[config.mk]
export PLATFORM = sky130hd
export DESIGN_NAME = wdt_kick_ctrl
export DESIGN_NICKNAME = d
export VERILOG_FILES = /design/src/rtl/wdt_pkg.sv /design/src/rtl/wdt_src_monitor.sv /design/src/rtl/wdt_kick_ctrl.sv
export SDC_FILE = /design/constraint.sdc
export NUM_CORES = 1
export LEC_CHECK = 0
export ABC_AREA = 1
export CORE_AREA = 4 4 121 123
export CTS_BUF_LIST = sky130_fd_sc_hd__clkbuf_16
export CTS_CLUSTER_SIZE = 28
export DETAILED_ROUTE_END_ITERATION = 7
export DIE_AREA = 0 0 125 127
export HOLD_SLACK_MARGIN = 0.03
export SKIP_CTS_REPAIR_TIMING = 1
export SYNTH_ARGS = -nofsm -noshare
export SYNTH_HDL_FRONTEND = slang
export SYNTH_SLANG_ARGS = --single-unit
export TNS_END_PERCENT = 5
[constraint.sdc]
create_clock -name clk -period 3.1 [get_ports clk]
set_input_delay 0.465 -clock clk [delete_from_list [all_inputs] [get_ports clk]]
set_output_delay 0.465 -clock clk [all_outputs]
set_load 0.05 [all_outputs]
[src/rtl/wdt_pkg.sv]
// Shared types and helpers for the watchdog kick controller.
package wdt_pkg;

    localparam int unsigned MS_W = 16;
    localparam int unsigned ST_W = 3;

    typedef logic [MS_W-1:0] ms_t;

    typedef enum logic [ST_W-1:0] {
        ST_DISABLED = 3'd0,
        ST_ARMING   = 3'd1,
        ST_RUN      = 3'd2,
        ST_FAULT    = 3'd3,
        ST_RECOVER  = 3'd4
    } state_e;

    // Saturating increment of a ms counter, never exceeds lim.
    function automatic ms_t sat_inc(input ms_t val, input ms_t lim);
        return (val >= lim) ? lim : ms_t'(val + ms_t'(1));
    endfunction

endpackage

[src/rtl/wdt_src_monitor.sv]
// Per-source liveness tracker: heartbeat-seen flag and ms age counter.
module wdt_src_monitor
    import wdt_pkg::*;
#(
    parameter ms_t TIMEOUT_MS = 16'd40
) (
    input  logic clk,
    input  logic reset_n,
    input  logic clr,
    input  logic seen_clr,
    input  logic hb,
    input  logic tick,
    input  logic mask,
    output logic seen,
    output logic expire
);

    localparam ms_t AGE_LAST = ms_t'(TIMEOUT_MS - ms_t'(1));

    ms_t  age_q, age_d;
    logic seen_q, seen_d;

    // Next age / seen: a heartbeat beats both the tick and a service clear.
    always_comb begin
        age_d  = age_q;
        seen_d = seen_q;
        if (clr) begin
            age_d  = '0;
            seen_d = 1'b0;
        end else begin
            if (hb) begin
                age_d = '0;
            end else if (tick) begin
                age_d = sat_inc(age_q, TIMEOUT_MS);
            end
            if (hb) begin
                seen_d = 1'b1;
            end else if (seen_clr) begin
                seen_d = 1'b0;
            end
        end
    end

    // Age and seen registers.
    always_ff @(posedge clk) begin
        if (!reset_n) begin
            age_q  <= '0;
            seen_q <= 1'b0;
        end else begin
            age_q  <= age_d;
            seen_q <= seen_d;
        end
    end

    // Fires on the tick that would make the age reach the timeout.
    assign expire = mask && tick && !hb && (age_q == AGE_LAST);
    assign seen   = seen_q;

endmodule

[src/rtl/wdt_kick_ctrl.sv]
// Gates WDT service on liveness of all supervised tasks; stops kicking on a stall.
module wdt_kick_ctrl
    import wdt_pkg::*;
#(
    parameter int unsigned N_SRC      = 4,
    parameter ms_t         HOLDOFF_MS = 16'd100,
    parameter ms_t         MIN_MS     = 16'd10,
    parameter ms_t         TIMEOUT_MS = 16'd40
) (
    input  logic             clk,
    input  logic             reset_n,
    input  logic             tick_1ms,
    input  logic             en,
    input  logic [N_SRC-1:0] src_mask,
    input  logic [N_SRC-1:0] hb,
    input  logic             wdt_out,
    output logic             kick,
    output logic [N_SRC-1:0] stall,
    output logic             fault,
    output logic [ST_W-1:0]  state
);

    state_e           state_q, state_d;
    ms_t              hold_cnt_q, hold_cnt_d;
    ms_t              since_q, since_d;
    logic             kick_q, kick_d;
    logic [N_SRC-1:0] stall_q, stall_d;
    logic             fault_q, fault_d;

    logic [N_SRC-1:0] seen_vec;
    logic [N_SRC-1:0] expire_vec;
    logic             kick_fire_c;
    logic             mon_clr_c;
    logic             kick_ok_c;

    // One tracker per source; held clear whenever the FSM is not staying in RUN.
    for (genvar i = 0; i < int'(N_SRC); i++) begin : g_mon
        wdt_src_monitor #(
            .TIMEOUT_MS (TIMEOUT_MS)
        ) u_mon (
            .clk      (clk),
            .reset_n  (reset_n),
            .clr      (mon_clr_c),
            .seen_clr (kick_fire_c),
            .hb       (hb[i]),
            .tick     (tick_1ms),
            .mask     (src_mask[i]),
            .seen     (seen_vec[i]),
            .expire   (expire_vec[i])
        );
    end

    assign kick_ok_c = ((seen_vec & src_mask) == src_mask) && (since_q >= MIN_MS);
    assign mon_clr_c = (state_q != ST_RUN) || (state_d != ST_RUN);

    // Next-state and next-output logic.
    always_comb begin
        state_d     = state_q;
        hold_cnt_d  = hold_cnt_q;
        since_d     = since_q;
        kick_d      = kick_q;
        stall_d     = stall_q;
        kick_fire_c = 1'b0;

        case (state_q)
            ST_DISABLED: begin
                if (en) begin
                    state_d = ST_ARMING;
                end
            end
            ST_ARMING: begin
                if (tick_1ms) begin
                    hold_cnt_d = sat_inc(hold_cnt_q, HOLDOFF_MS);
                end
                if (hold_cnt_d >= HOLDOFF_MS) begin
                    state_d = ST_RUN;
                    stall_d = '0;
                end
            end
            ST_RUN: begin
                if (tick_1ms) begin
                    since_d = sat_inc(since_q, MIN_MS);
                end
                if (wdt_out) begin
                    state_d = ST_RECOVER;
                end else if (|expire_vec) begin
                    stall_d = stall_q | expire_vec;
                    state_d = ST_FAULT;
                end else if (kick_ok_c) begin
                    kick_fire_c = 1'b1;
                    kick_d      = ~kick_q;
                    since_d     = '0;
                end
            end
            ST_FAULT: begin
                if (wdt_out) begin
                    state_d = ST_RECOVER;
                end
            end
            ST_RECOVER: begin
                if (!wdt_out) begin
                    state_d = ST_ARMING;
                end
            end
            default: begin
                state_d = ST_DISABLED;
            end
        endcase

        // Disable overrides everything; the kick level is left where it was.
        if (!en) begin
            state_d     = ST_DISABLED;
            stall_d     = '0;
            kick_d      = kick_q;
            kick_fire_c = 1'b0;
        end

        if (state_d != ST_ARMING) begin
            hold_cnt_d = '0;
        end
        if (state_d != ST_RUN) begin
            since_d = '0;
        end

        fault_d = (state_d == ST_FAULT) || (state_d == ST_RECOVER);
    end

    // State and output registers.
    always_ff @(posedge clk) begin
        if (!reset_n) begin
            state_q    <= ST_DISABLED;
            hold_cnt_q <= '0;
            since_q    <= '0;
            kick_q     <= 1'b0;
            stall_q    <= '0;
            fault_q    <= 1'b0;
        end else begin
            state_q    <= state_d;
            hold_cnt_q <= hold_cnt_d;
            since_q    <= since_d;
            kick_q     <= kick_d;
            stall_q    <= stall_d;
            fault_q    <= fault_d;
        end
    end

    assign kick  = kick_q;
    assign stall = stall_q;
    assign fault = fault_q;
    assign state = ST_W'(state_q);

endmodule

# == After elaboration in Yosys (flattened, before gate mapping) ==
# Cells that the tools add are included.
# totals
ff_bits,109
latch_bits,0
ramBits,0
mem_bits_ro,0
inputBits,13
output_inout_bits,9
elab_cells,119
mem_count,0
# classes
addsub,6
mul,0
div_mod_pow,0
n_lt_le_gt_ge,7
eq_ne,17
shifts,0
muxes,33
bitwise_logic,6
reduce_logical,36
# ops
cell,n
two-way mux 16 bit,12
"adder 16 x 1 -> 16 bit, second input constant",6
"equality test 16 x 6 -> 1 bit, second input constant",4
"greater-or-equal comparator 16 x 6 -> 1 bit, second input constant",4
"greater-or-equal comparator 16 x 7 -> 1 bit, second input constant",2
two-way mux 3 bit,6
"greater-or-equal comparator 16 x 4 -> 1 bit, second input constant",1
case mux 3 bit (5 select lines),1
logical AND 1 bit,13
two-way mux 4 bit,3
OR reduction 3 bit,4
two-way mux 1 bit,10
nonzero test 2 bit,5
"equality test 3 x 2 -> 1 bit, second input constant",3
case mux 4 bit (2 select lines),1
"equality test 3 bit, second input constant",2
"inequality test 2 bit, second input constant",3
"inequality test 3 x 2 -> 1 bit, second input constant",2
OR reduction 2 bit,3
AND reduction 5 bit,1
AND 4 bit,1
equality test 4 bit,1
logical NOT 1 bit,4
inverter 1 bit,4
other kinds (8),9

# == Longest topological paths before layout ==
# Gate-level depths: netlist (run 1).
# logic_depth
ltp_word,11
mapped_depth,15
ltp_nobuf,14

# == By module ==
# From an unflattened synthesis (run 1), not the netlist that was laid out.
# unflattened
cells_unflattened,710
hier_area_um2,5535.3
# modules_own_cells
mod,n_inst,cells_each,area_per_inst_um2,seq_area_each_um2
wdt_src_monitor,4,98,769.5,340.3
wdt_kick_ctrl,1,318,2457.4,820.8

# == Worst setup path after synthesis (run 1) ==
# Ideal clock, no wire load.
# synth_path
path_type,register to register
from,"reg state_q[1], in the netlist state[1]"
to,reg g_mon[0].u_mon.age_q[0]
setup_ns,0.062
t_arrival_ns,2.142
t_required_ns,3.038
path_slack_ns,0.896
path_stages_with_launch,8
path_buffers,1
synth_period_minus_slack_ns,2.204
cell_sequence,dfxtp_1 inv_1 nor3_2 inv_1 nor2_1 nand4_4 buf_6 nor2_2
# synth_between
elab_chain_cells,7
word_cells_on_any_way,16
cone_classes,eq/ne (6); mux (7); reduce/logical (3)
# synth_lines
item,line,source
"start, declared",wdt_kick_ctrl.sv:23,"state_e state_q, state_d;"
"start signal, assigned",wdt_kick_ctrl.sv:138,state_q <= state_d;
two-way mux 3 bit,wdt_kick_ctrl.sv:86,end else if (|expire_vec) begin
two-way mux 3 bit,wdt_kick_ctrl.sv:84,if (wdt_out) begin
case mux 3 bit (5 select lines),wdt_kick_ctrl.sv:65,case (state_q)
two-way mux 3 bit,wdt_kick_ctrl.sv:111,if (!en) begin
inequality test 3 x 2 -> 1 bit,wdt_kick_ctrl.sv:54,assign mon_clr_c = (state_q != ST_RUN) || (state_d != ST_RUN);
logical OR 1 bit *,wdt_kick_ctrl.sv:54,
OR reduction 3 bit (no line) *,--,
"end signal, assigned",wdt_src_monitor.sv:50,age_q <= age_d;
"end, declared",wdt_src_monitor.sv:20,"ms_t age_q, age_d;"
# Every way passes the cells marked *; elsewhere a longest branch is shown, timed or not.
# A chain may end at the register's enable or synchronous reset.

# == Final worst setup path (run 1) ==
# layout_path
from,in tick_1ms
to,reg g_mon[3].u_mon.age_q[0]
# layout_between
elab_chain_cells,11
word_cells_on_any_way,24
cone_classes,order compare (1); eq/ne (1); mux (7); reduce/logical (15)
# layout_lines
item,line,source
"start, declared",wdt_kick_ctrl.sv:12,"input logic tick_1ms,"
branches (longest 11 deep; another with greater-or-equal comparator 16 x 7 -> 1 bit),--,
"end signal, assigned",wdt_src_monitor.sv:50,
"end, declared",wdt_src_monitor.sv:20,
# Several ways; the timed one is not identified. The select of a mux whose other input is x is not followed.

==> flow_metrics.tcl, run 1 <==
set metrics [dict create \
    maxCapViolations 0 \
    tritoncts_clock_tree "done" \
    ys_async_rst_share 0 \
    cts_buffers 9 \
    floorplan.die_area_sq_um 15900 \
    clock_tree.htree_level_count 3 \
    intPower_w 0.00205 \
    finalSetupViolations 0 \
    ff2ff_setup_slack_ns 0.76 \
    vias_in_the_first_global_route 4345 \
    max-slew-margin-rel 0.419 \
    worst_r2r_startpoint "hold_cnt_q[0]" \
    power_frac_clock 0.424 \
    dieWidth_um 125 \
    netlist.top_cell.by_area "dfxtp_1" \
    cts_num_sinks 109 \
    drtPass1Iterations 5 \
    postRouteWirelength_mm 11.0 \
    timing.critical_path.from_type "primary input" \
    syn-cell-area_sq_um 5330 \
    nNetsFinal 776 \
    synth_nets 762 \
    power.net_switching_w 0.000578 \
    post-dp-hpwl_mm 8.03 \
    gp_routability_congestion 0.837 \
    start_util 0.390 \
    cts_root_buffer "clkbuf_16" \
    drive_above_1_share 0.118 \
    antenna_found_initial 0 \
    worst_slew_pin_slew_ns 0.871 \
    post_route_clock_period_utilization 0.815 \
    area.growth.synth_to_final_pct 11.9 \
    synth.top_cells.by_area "dfxtp_1 (41%), nor2_1 (9.4%), nand2_1 (9.1%)" \
    die_y_um 127 \
    p_leak_nw 2.11 \
    peakVddDrop_mv 0.252 \
    pwr-share-comb 0.041 \
    period_needed_ns 2.53 \
    route.detailed.vias_per_inst 4.88 \
    detail_route.drc_violations 0 \
    end_kind "flip-flop" \
    final_cell_mix "nor2_1 (133), nand2_1 (129), dfxtp_1 (109), inv_1 (83), nor2_2 (41)" \
    cp_startpoint "tick_1ms" \
    p_seq_frac 0.534 \
    clkSlewWorstSetupHoldPaths_ns 0.07 \
    yosysTopAreaCellShare 0.410 \
    number_of_vias_in_the_routed_layout 4570 \
    critical_path_required_ns 3.37 \
    global_route.overflow_total 0 \
    fin_worst_skew_ns 0.00705 \
    cts_buffer_depth 2 \
    p_sw_frac 0.220 \
    largest_net_degree_at_the_start_of_global_routing 48 \
    worstRegToRegCells 14 \
    holdPathStages 2 \
    final_layout_worst_hold_slack_ns 0.445 \
    yosysWarningCount 0 \
    tns_ns 0 \
    timing.hold.worst_endpoint "g_mon[0].u_mon.age_q[11]" \
    multi_input_area_sq_um 2670 \
    run_status "complete, no violations" \
    num_rows 43 \
    report.final.hold_viol_count 0 \
    mostFrequentLayoutCell "nor2_1" \
    port_buffers 21 \
    grt_setup_unrepaired "no" \
    r2r_end "g_mon[3].u_mon.age_q[0]" \
    worst-setup-path-type "in2reg" \
    synth_edf_count 0 \
    synthesis.area_per_instance_sq_um 7.23 \
    worst_hold_path_type "reg2reg" \
    mean_routed_wirelength_per_cell_um 11.7 \
    proportion_of_synthesized_chip_area_in_sequential_cells 0.410 \
    boundaryPins 22 \
    insertion_delay_to_the_later_sink_of_the_worst_skew_pair_ns 0.35 \
    first_iter_violations 398 \
    finalMaxSlewViolations 0 \
    drt.antenna.violating_nets 0 \
    critical_path_arrival_ns 2.80 \
    start_point_of_the_worst_min_delay_path "g_mon[0].u_mon.age_q[11]" \
    ys_ff_latch 109 \
    cells_after_synth 737 \
    maximum_net_fanout_on_the_critical_path 16 \
    antenna-diode-count 0 \
    power.density_cell_area_nw_per_um2 441 \
    fillCellCount 1415 \
    synth_flop_cell "dfxtp_1" \
    fmax_mhz 396 \
    grt_first_pass_wirelength_mm 19.1 \
    sequential_cell_area_sq_um 2180 \
    netlist-cell-type-count 39 \
    tot_gr_track_use 0.144 \
    coreArea_sq_um 13700 \
]
## worst max-delay path by stage
stage	cells past startpoint	slack (ns)	endpoint
final	14	0.57	g_mon[3].u_mon.age_q[0]
after global routing	13	0.31	hold_cnt_q[7]
after CTS	13	0.56	hold_cnt_q[7]
after detailed placement	13	0.20	hold_cnt_q[3]
after global placement	13	0.29	hold_cnt_q[5]
after floorplan	7	0.90	g_mon[0].u_mon.age_q[0]
## worst max-delay path, stage by stage
cell             delay [ns]
clkdlybuf4s50_1        0.64
nand2_1                0.18
nor2_1                 0.14
nand2_1                0.06
nand2_1                0.09
nor2_1                 0.05
nand3_1                0.07
nand2_1                0.10
nand3_2                0.08
nand2_2                0.08
a21oi_4                0.14
buf_4                  0.22
nand4_4                0.29
nor2_1                 0.18
## flip-flops by register name (all words and copies together), names as in the netlist
signal	flops
kick	1
fault	1
g_mon.u_mon.seen	4
g_mon.u_mon.age_q	64
hold_cnt_q	16
since_q	16
stall	4
state	3
## power groups by stage
stage	combinational [W]	clock (W)	sequential, W
2_1_floorplan	0.0000674	0	0.00144
3_3_place_gp	0.000108	0	0.00144
3_5_place_dp	0.000109	0	0.00144
4_1_cts	0.000110	0.00115	0.00140
5_1_grt	0.000119	0.00120	0.00140
6_report	0.000109	0.00112	0.00141
## cells by family after synthesis
group / after synthesis / share of synthesized area
buffers and inverters: 111 / 0.0885
AND/OR/NAND/NOR: 406 / 0.362
AO/OA/AOI/OAI: 88 / 0.0932
adder cells (fa/ha/maj): 12 / 0.0282
XOR/XNOR: 11 / 0.0181
flip-flops: 109 / 0.410
## metal layers
metal | GRT usage | share of wire | vias up | routed length (um)
li1 | - | - | 2372 | -
met1 | 0.173 | 0.47 | 2105 | 5120
met2 | 0.252 | 0.48 | 75 | 5270
met3 | 0.0276 | 0.033 | 18 | 364
met4 | 0.0606 | 0.020 | 0 | 218
met5 | 0 | 0 | - | 0
## final cells by class
class | count | area share
sequential | 109 | 0.366
clock buffer | 9 | 0.0378
timing repair buffer | 31 | 0.0479
tap | 180 | 0.0378
multi-input combinational | 517 | 0.449
clock inverter | 7 | 0.00966
inverter | 83 | 0.0523
## Yosys cell counts, types with 2 or more instances
cell      number
dfxtp_1      109
nand4_4        4
nand2_1      129
xor2_1         9
xnor2_1        2
and3_1         2
a21oi_1       26
nor2_1       133
nand3_1       34
inv_1         82
a31oi_1        2
buf_4          2
o31ai_1        3
clkbuf_1      16
nand2_2        4
ha_1          12
nand4_1       25
or2_2          6
nor2_2        41
o21ai_1        2
buf_1          2
o22ai_1        2
o21bai_1      12
nor2_4         2
nand3_2        2
nor3_1        13
nor4_1         5
buf_2          2
o21ai_0       39
buf_6          6
## through the flow
stage / power, W / utilization / worst slack, ns / std cells / instance area [sq um]
4_1_cts: 0.00266 / 0.436 / 0.561 / 936 / 5960
3_3_place_gp: 0.00154 / 0.415 / 0.294 / 920 / 5680
3_5_place_dp: 0.00155 / 0.415 / 0.201 / 920 / 5680
5_1_grt: 0.00273 / 0.436 / 0.313 / 936 / 5960
2_1_floorplan: 0.00151 / - / 0.896 / 737 / 5330
6_report: 0.00263 / 0.436 / 0.575 / 936 / 5960
Note: power is estimated with default switching activity, not from simulation.
==> run 2, diff against run 1 <==
clock period = 2.4 ns   (was 3.1 ns; I/O delays follow)
==> flow_metrics.tcl, run 2 (same netlist as run 1, synthesis figures left out) <==
set metrics [dict create \
    run_status "complete, no violations" \
    period_needed_ns 2.18 \
    drtPass1Iterations 4 \
    crit_path_max_incr_delay_ns 0.55 \
    maximum_net_fanout_on_the_critical_path 16 \
    end_kind "flip-flop" \
    critical_path.n_buffers_inverters 2 \
    timing.critical_path.mode_cell "nand2_1" \
    boundaryPins 22 \
    fillCellCount 1363 \
    postRouteWirelength_mm 11.3 \
    worst_slew_pin_slew_ns 0.497 \
    cts_buffers 9 \
    maxCapViolations 0 \
    mean_routed_wirelength_per_cell_um 11.6 \
    critPathTopFamily "simple AND/OR/NAND/NOR gates" \
    detail_route.drc_violations 0 \
    tritoncts_clock_tree "done" \
    port_buffers 21 \
    final_cell_mix "nor2_1 (133), nand2_1 (129), dfxtp_1 (107), inv_1 (84), nor2_2 (41)" \
    fmax_mhz 458 \
    slowest_stage_cell_on_the_critical_path "clkdlybuf4s50_1" \
    final_layout_worst_hold_slack_ns 0.446 \
    finalMaxSlewViolations 0 \
    timing.critical_path.from_type "primary input" \
    global_route.overflow_total 0 \
    post_route_clock_period_utilization 0.910 \
    crit_chain "clkdlybuf4s50_1 > nand2_1 > nor2_1 > nand2_1 > nand2_1 > nor2_1 > nand3_1 > nand2_1 > nand3_2 > nand2_2 > a21oi_4 > buf_12 > nand4_4 > nor2_1" \
    instances_no_fill 968 \
    top_regs "g_mon.u_mon.age_q x64, hold_cnt_q x16, since_q x16" \
    nNetsFinal 809 \
    clock_tree.htree_level_count 3 \
    vias_in_the_first_global_route 4330 \
    fin_worst_skew_ns 0.0102 \
    worstRegToRegCells 14 \
    num_rows 43 \
    timing.critical_path.depth 14 \
    worst_hold_path_type "reg2reg" \
    critical_path_required_ns 2.68 \
    cts_num_sinks 109 \
    insertion_delay_to_the_later_sink_of_the_worst_skew_pair_ns 0.35 \
    cts_root_buffer "clkbuf_16" \
    floorplan.die_area_sq_um 15900 \
    final_setup_margin_ns 0.215 \
    gp_routability_congestion 0.848 \
    drive_above_1_share 0.156 \
    pre_cts_slack_ns -0.193 \
    mostFrequentLayoutCell "nor2_1" \
    regMostFlops "g_mon.u_mon.age_q" \
    post-dp-hpwl_mm 8.21 \
    grt_setup_unrepaired "yes" \
    power.density_cell_area_nw_per_um2 530 \
    antenna_found_initial 0 \
    tot_gr_track_use 0.145 \
    number_of_vias_in_the_routed_layout 4657 \
    first_iter_violations 269 \
    drt.antenna.violating_nets 0 \
    holdPathStages 2 \
    largest_net_degree_at_the_start_of_global_routing 33 \
    tns_ns 0 \
    coreArea_sq_um 13700 \
    max-slew-margin-rel 0.668 \
    worst-setup-path-type "in2reg" \
    report.final.hold_viol_count 0 \
    clkSlewWorstSetupHoldPaths_ns 0.07 \
    die_y_um 127 \
    largest_reg_flops 64 \
    route.detailed.vias_per_inst 4.81 \
    grt_first_pass_wirelength_mm 19.2 \
    peakVddDrop_mv 0.319 \
    dieWidth_um 125 \
    start_util 0.390 \
    finalSetupViolations 0 \
    antenna-diode-count 0 \
    placedCellCount 950 \
    p_leak_nw 2.28 \
    area.growth.synth_to_final_pct 17.4 \
    cts_buffer_depth 2 \
    critical_path_arrival_ns 2.46 \
]
[run 2: cell count changes in the layout (fill, tap and decap cells not counted), sizes merged]
cell      before  now
bufinv         1    0
inv           84   85
clkinv         5    3
clkinvlp       0    1
buf           10   43
[run 2: layout make-up]
cell class	count	area, sq um	area share
clock buffers	9	225	0.0360
clock inverters	6	33.8	0.00540
inverters	83	312	0.0498
multi-input cells	517	2680	0.428
flip-flops and latches	109	2180	0.349
well taps	180	225	0.0360
repair buffers	64	596	0.0952
[run 2: per-layer routing]
| layer | vias up | GRT usage | wire length [um] |
|---|---|---|---|
| met2 | 60 | 0.252 | 5400 |
| met5 | - | 0 | 0 |
| met1 | 2143 | 0.175 | 5230 |
| met3 | 15 | 0.0364 | 411 |
| li1 | 2439 | - | - |
| met4 | 0 | 0.0529 | 211 |
[run 2: power breakdown]
part           internal (W)  total, W  leakage, nW  switching (W)
registers           0.00181   0.00181        0.879     0.00000456
clock network      0.000689   0.00134        0.134       0.000648
logic             0.0000635  0.000165         1.26       0.000101
total               0.00256   0.00332         2.28       0.000754
[run 2: worst reg2reg max path: stages, from the launching register on]
cell	delay, ns
dfxtp_2	0.37
ha_1	0.18
inv_1	0.05
nor2_2	0.11
nand3_1	0.07
nand2_1	0.06
nand2_1	0.06
o21ai_1	0.13
nand2_1	0.10
nand3_2	0.08
nand2_2	0.07
a21oi_4	0.19
buf_12	0.16
nand4_4	0.26
nor2_1	0.18
[run 2: metrics by stage]
stage | power [W] | cell area, sq um | util
finish | 0.00332 | 6250 | 0.458
global route | 0.00345 | 6250 | 0.458
CTS | 0.00337 | 6190 | 0.453
detailed placement | 0.00202 | 5930 | 0.434
global placement | 0.00202 | 5930 | 0.434
floorplan | 0.00195 | 5330 | -
[run 2: final timing paths]
check                                               end                    start  slack, ns
worst max-delay path            g_mon[1].u_mon.age_q[4]                 tick_1ms       0.22
worst min-delay path            g_mon[0].u_mon.age_q[9]  g_mon[0].u_mon.age_q[9]       0.45
worst max register to register  g_mon[1].u_mon.age_q[4]            hold_cnt_q[0]       0.24
worst min register to register  g_mon[0].u_mon.age_q[9]  g_mon[0].u_mon.age_q[9]       0.45
==> run 3, diff against run 2 <==
CORE_AREA = 4 4 139 141   (was 4 4 121 123)
DIE_AREA = 0 0 143 145   (was 0 0 125 127)
==> flow_metrics.tcl, run 3 (same netlist as run 1, synthesis figures left out) <==
set metrics [dict create \
    run_status "complete, no violations" \
    maximum_net_fanout_on_the_critical_path 8 \
    period_needed_ns 2.16 \
    critical_path_arrival_ns 2.45 \
    floorplan.die_area_sq_um 20700 \
    clock_tree.htree_level_count 3 \
    cts_buffer_depth 2 \
    finalSetupViolations 0 \
    fillCellCount 1891 \
    tot_gr_track_use 0.110 \
    critical_path_required_ns 2.69 \
    num_rows 49 \
    top_regs "g_mon.u_mon.age_q x64, hold_cnt_q x16, since_q x16" \
    first_iter_violations 187 \
    global_route.overflow_total 0 \
    coreArea_sq_um 18000 \
    boundaryPins 22 \
    nNetsFinal 809 \
    power.density_cell_area_nw_per_um2 525 \
    insertion_delay_to_the_later_sink_of_the_worst_skew_pair_ns 0.35 \
    placedCellCount 1001 \
    holdPathStages 2 \
    regMostFlops "g_mon.u_mon.age_q" \
    worstRegToRegCells 15 \
    cts_root_buffer "clkbuf_16" \
    crit_chain "clkdlybuf4s50_1 > buf_4 > buf_4 > nand4_1 > nand2_1 > o21ai_1 > nand2_1 > nand3_2 > nand2_2 > a21oi_4 > buf_12 > nand4_4 > buf_12 > nor2_1" \
    fmax_mhz 464 \
    antenna_found_initial 0 \
    post_route_clock_period_utilization 0.898 \
    start_util 0.297 \
    gp_routability_congestion 0.820 \
    port_buffers 21 \
    end_kind "flip-flop" \
    antenna-diode-count 0 \
    cp_startpoint "tick_1ms" \
    peakVddDrop_mv 0.345 \
    clkSlewWorstSetupHoldPaths_ns 0.07 \
    post-dp-hpwl_mm 7.92 \
    worst_r2r_startpoint "hold_cnt_q[0]" \
    postRouteWirelength_mm 11.1 \
    route.detailed.vias_per_inst 4.40 \
    final_cell_mix "nor2_1 (133), nand2_1 (129), dfxtp_1 (109), inv_1 (82), nor2_2 (41)" \
    cts_buffers 9 \
    p_leak_nw 2.29 \
    fin_worst_skew_ns 0.00673 \
    grt_setup_unrepaired "no" \
    post-route-cell-area_sq_um 6330 \
    final_core_utilization 0.353 \
    crit_path_max_incr_delay_ns 0.49 \
    area.growth.synth_to_final_pct 18.9 \
    worst_hold_path_type "reg2reg" \
    slowest_stage_cell_on_the_critical_path "clkdlybuf4s50_1" \
    worst_slew_pin_slew_ns 0.517 \
    start_point_of_the_worst_min_delay_path "g_mon[0].u_mon.age_q[9]" \
    worst-setup-path-type "in2reg" \
    drt.antenna.violating_nets 0 \
    grt_first_pass_wirelength_mm 18.9 \
    sequential_cell_area_sq_um 2180 \
    timing.critical_path.from_type "primary input" \
    placed_area_sq_um 6040 \
    drive_above_1_share 0.157 \
    dieWidth_um 143 \
    mostFrequentLayoutCell "nor2_1" \
    tritoncts_clock_tree "done" \
    vias_in_the_first_global_route 4048 \
    maxCapViolations 0 \
    largest_net_degree_at_the_start_of_global_routing 54 \
    number_of_vias_in_the_routed_layout 4475 \
    finalMaxSlewViolations 0 \
    max-slew-margin-rel 0.655 \
    multi_input_area_sq_um 2680 \
    mean_routed_wirelength_per_cell_um 10.9 \
    instances_no_fill 1018 \
    die_y_um 145 \
    drtPass1Iterations 5 \
    cts_num_sinks 109 \
    report.final.hold_viol_count 0 \
    detail_route.drc_violations 0 \
    largest_reg_flops 64 \
]
run 3: layer usage:
metal | routed length (um) | vias to the layer above | track usage
met5 | 0 | - | 0
met4 | 170 | 0 | 0.0385
met3 | 354 | 11 | 0.0237
met2 | 4860 | 51 | 0.164
met1 | 5700 | 1980 | 0.156
li1 | - | 2433 | -
run 3: final cells by class:
class,count,share of cell area
multi-input combinational,517,0.423
sequential,109,0.344
timing repair buffer,64,0.0960
tap,229,0.0452
clock inverter,7,0.00672
inverter,83,0.0492
clock buffer,9,0.0356
run 3: worst paths after layout:
path,endpoint,slack (ns)
setup reg to reg,g_mon[0].u_mon.age_q[13],0.27
hold reg to reg,g_mon[0].u_mon.age_q[9],0.45
setup / recovery,g_mon[0].u_mon.age_q[13],0.24
hold / removal,g_mon[0].u_mon.age_q[9],0.45
run 3: worst max-delay path, delay by kind of cell:
family	cells	cell delay, ns
buffers and inverters	5	1.13
AOI/OAI and AO/OA	2	0.33
and+or+nand+nor	7	0.62
run 3: per-stage QoR:
stage | worst slack, ns | hold WS (ns) | total power (W) | setup TNS, ns
4_1_cts | 0.153 | 0.446 | 0.00339 | 0
5_1_grt | 0.0436 | 0.465 | 0.00349 | 0
3_5_place_dp | -0.223 | 0.434 | 0.00201 | -11.22
6_report | 0.244 | 0.446 | 0.00332 | 0
2_1_floorplan | 0.196 | 0.425 | 0.00195 | 0
3_3_place_gp | -0.179 | 0.431 | 0.00201 | -9.03
run 3: report_power, final:
part           switching (W)  internal [W]  leakage (nW)  total (W)
combinational      0.0000996     0.0000552          1.27   0.000155
sequential        0.00000459       0.00181         0.878    0.00181
clock               0.000657      0.000698         0.139    0.00135
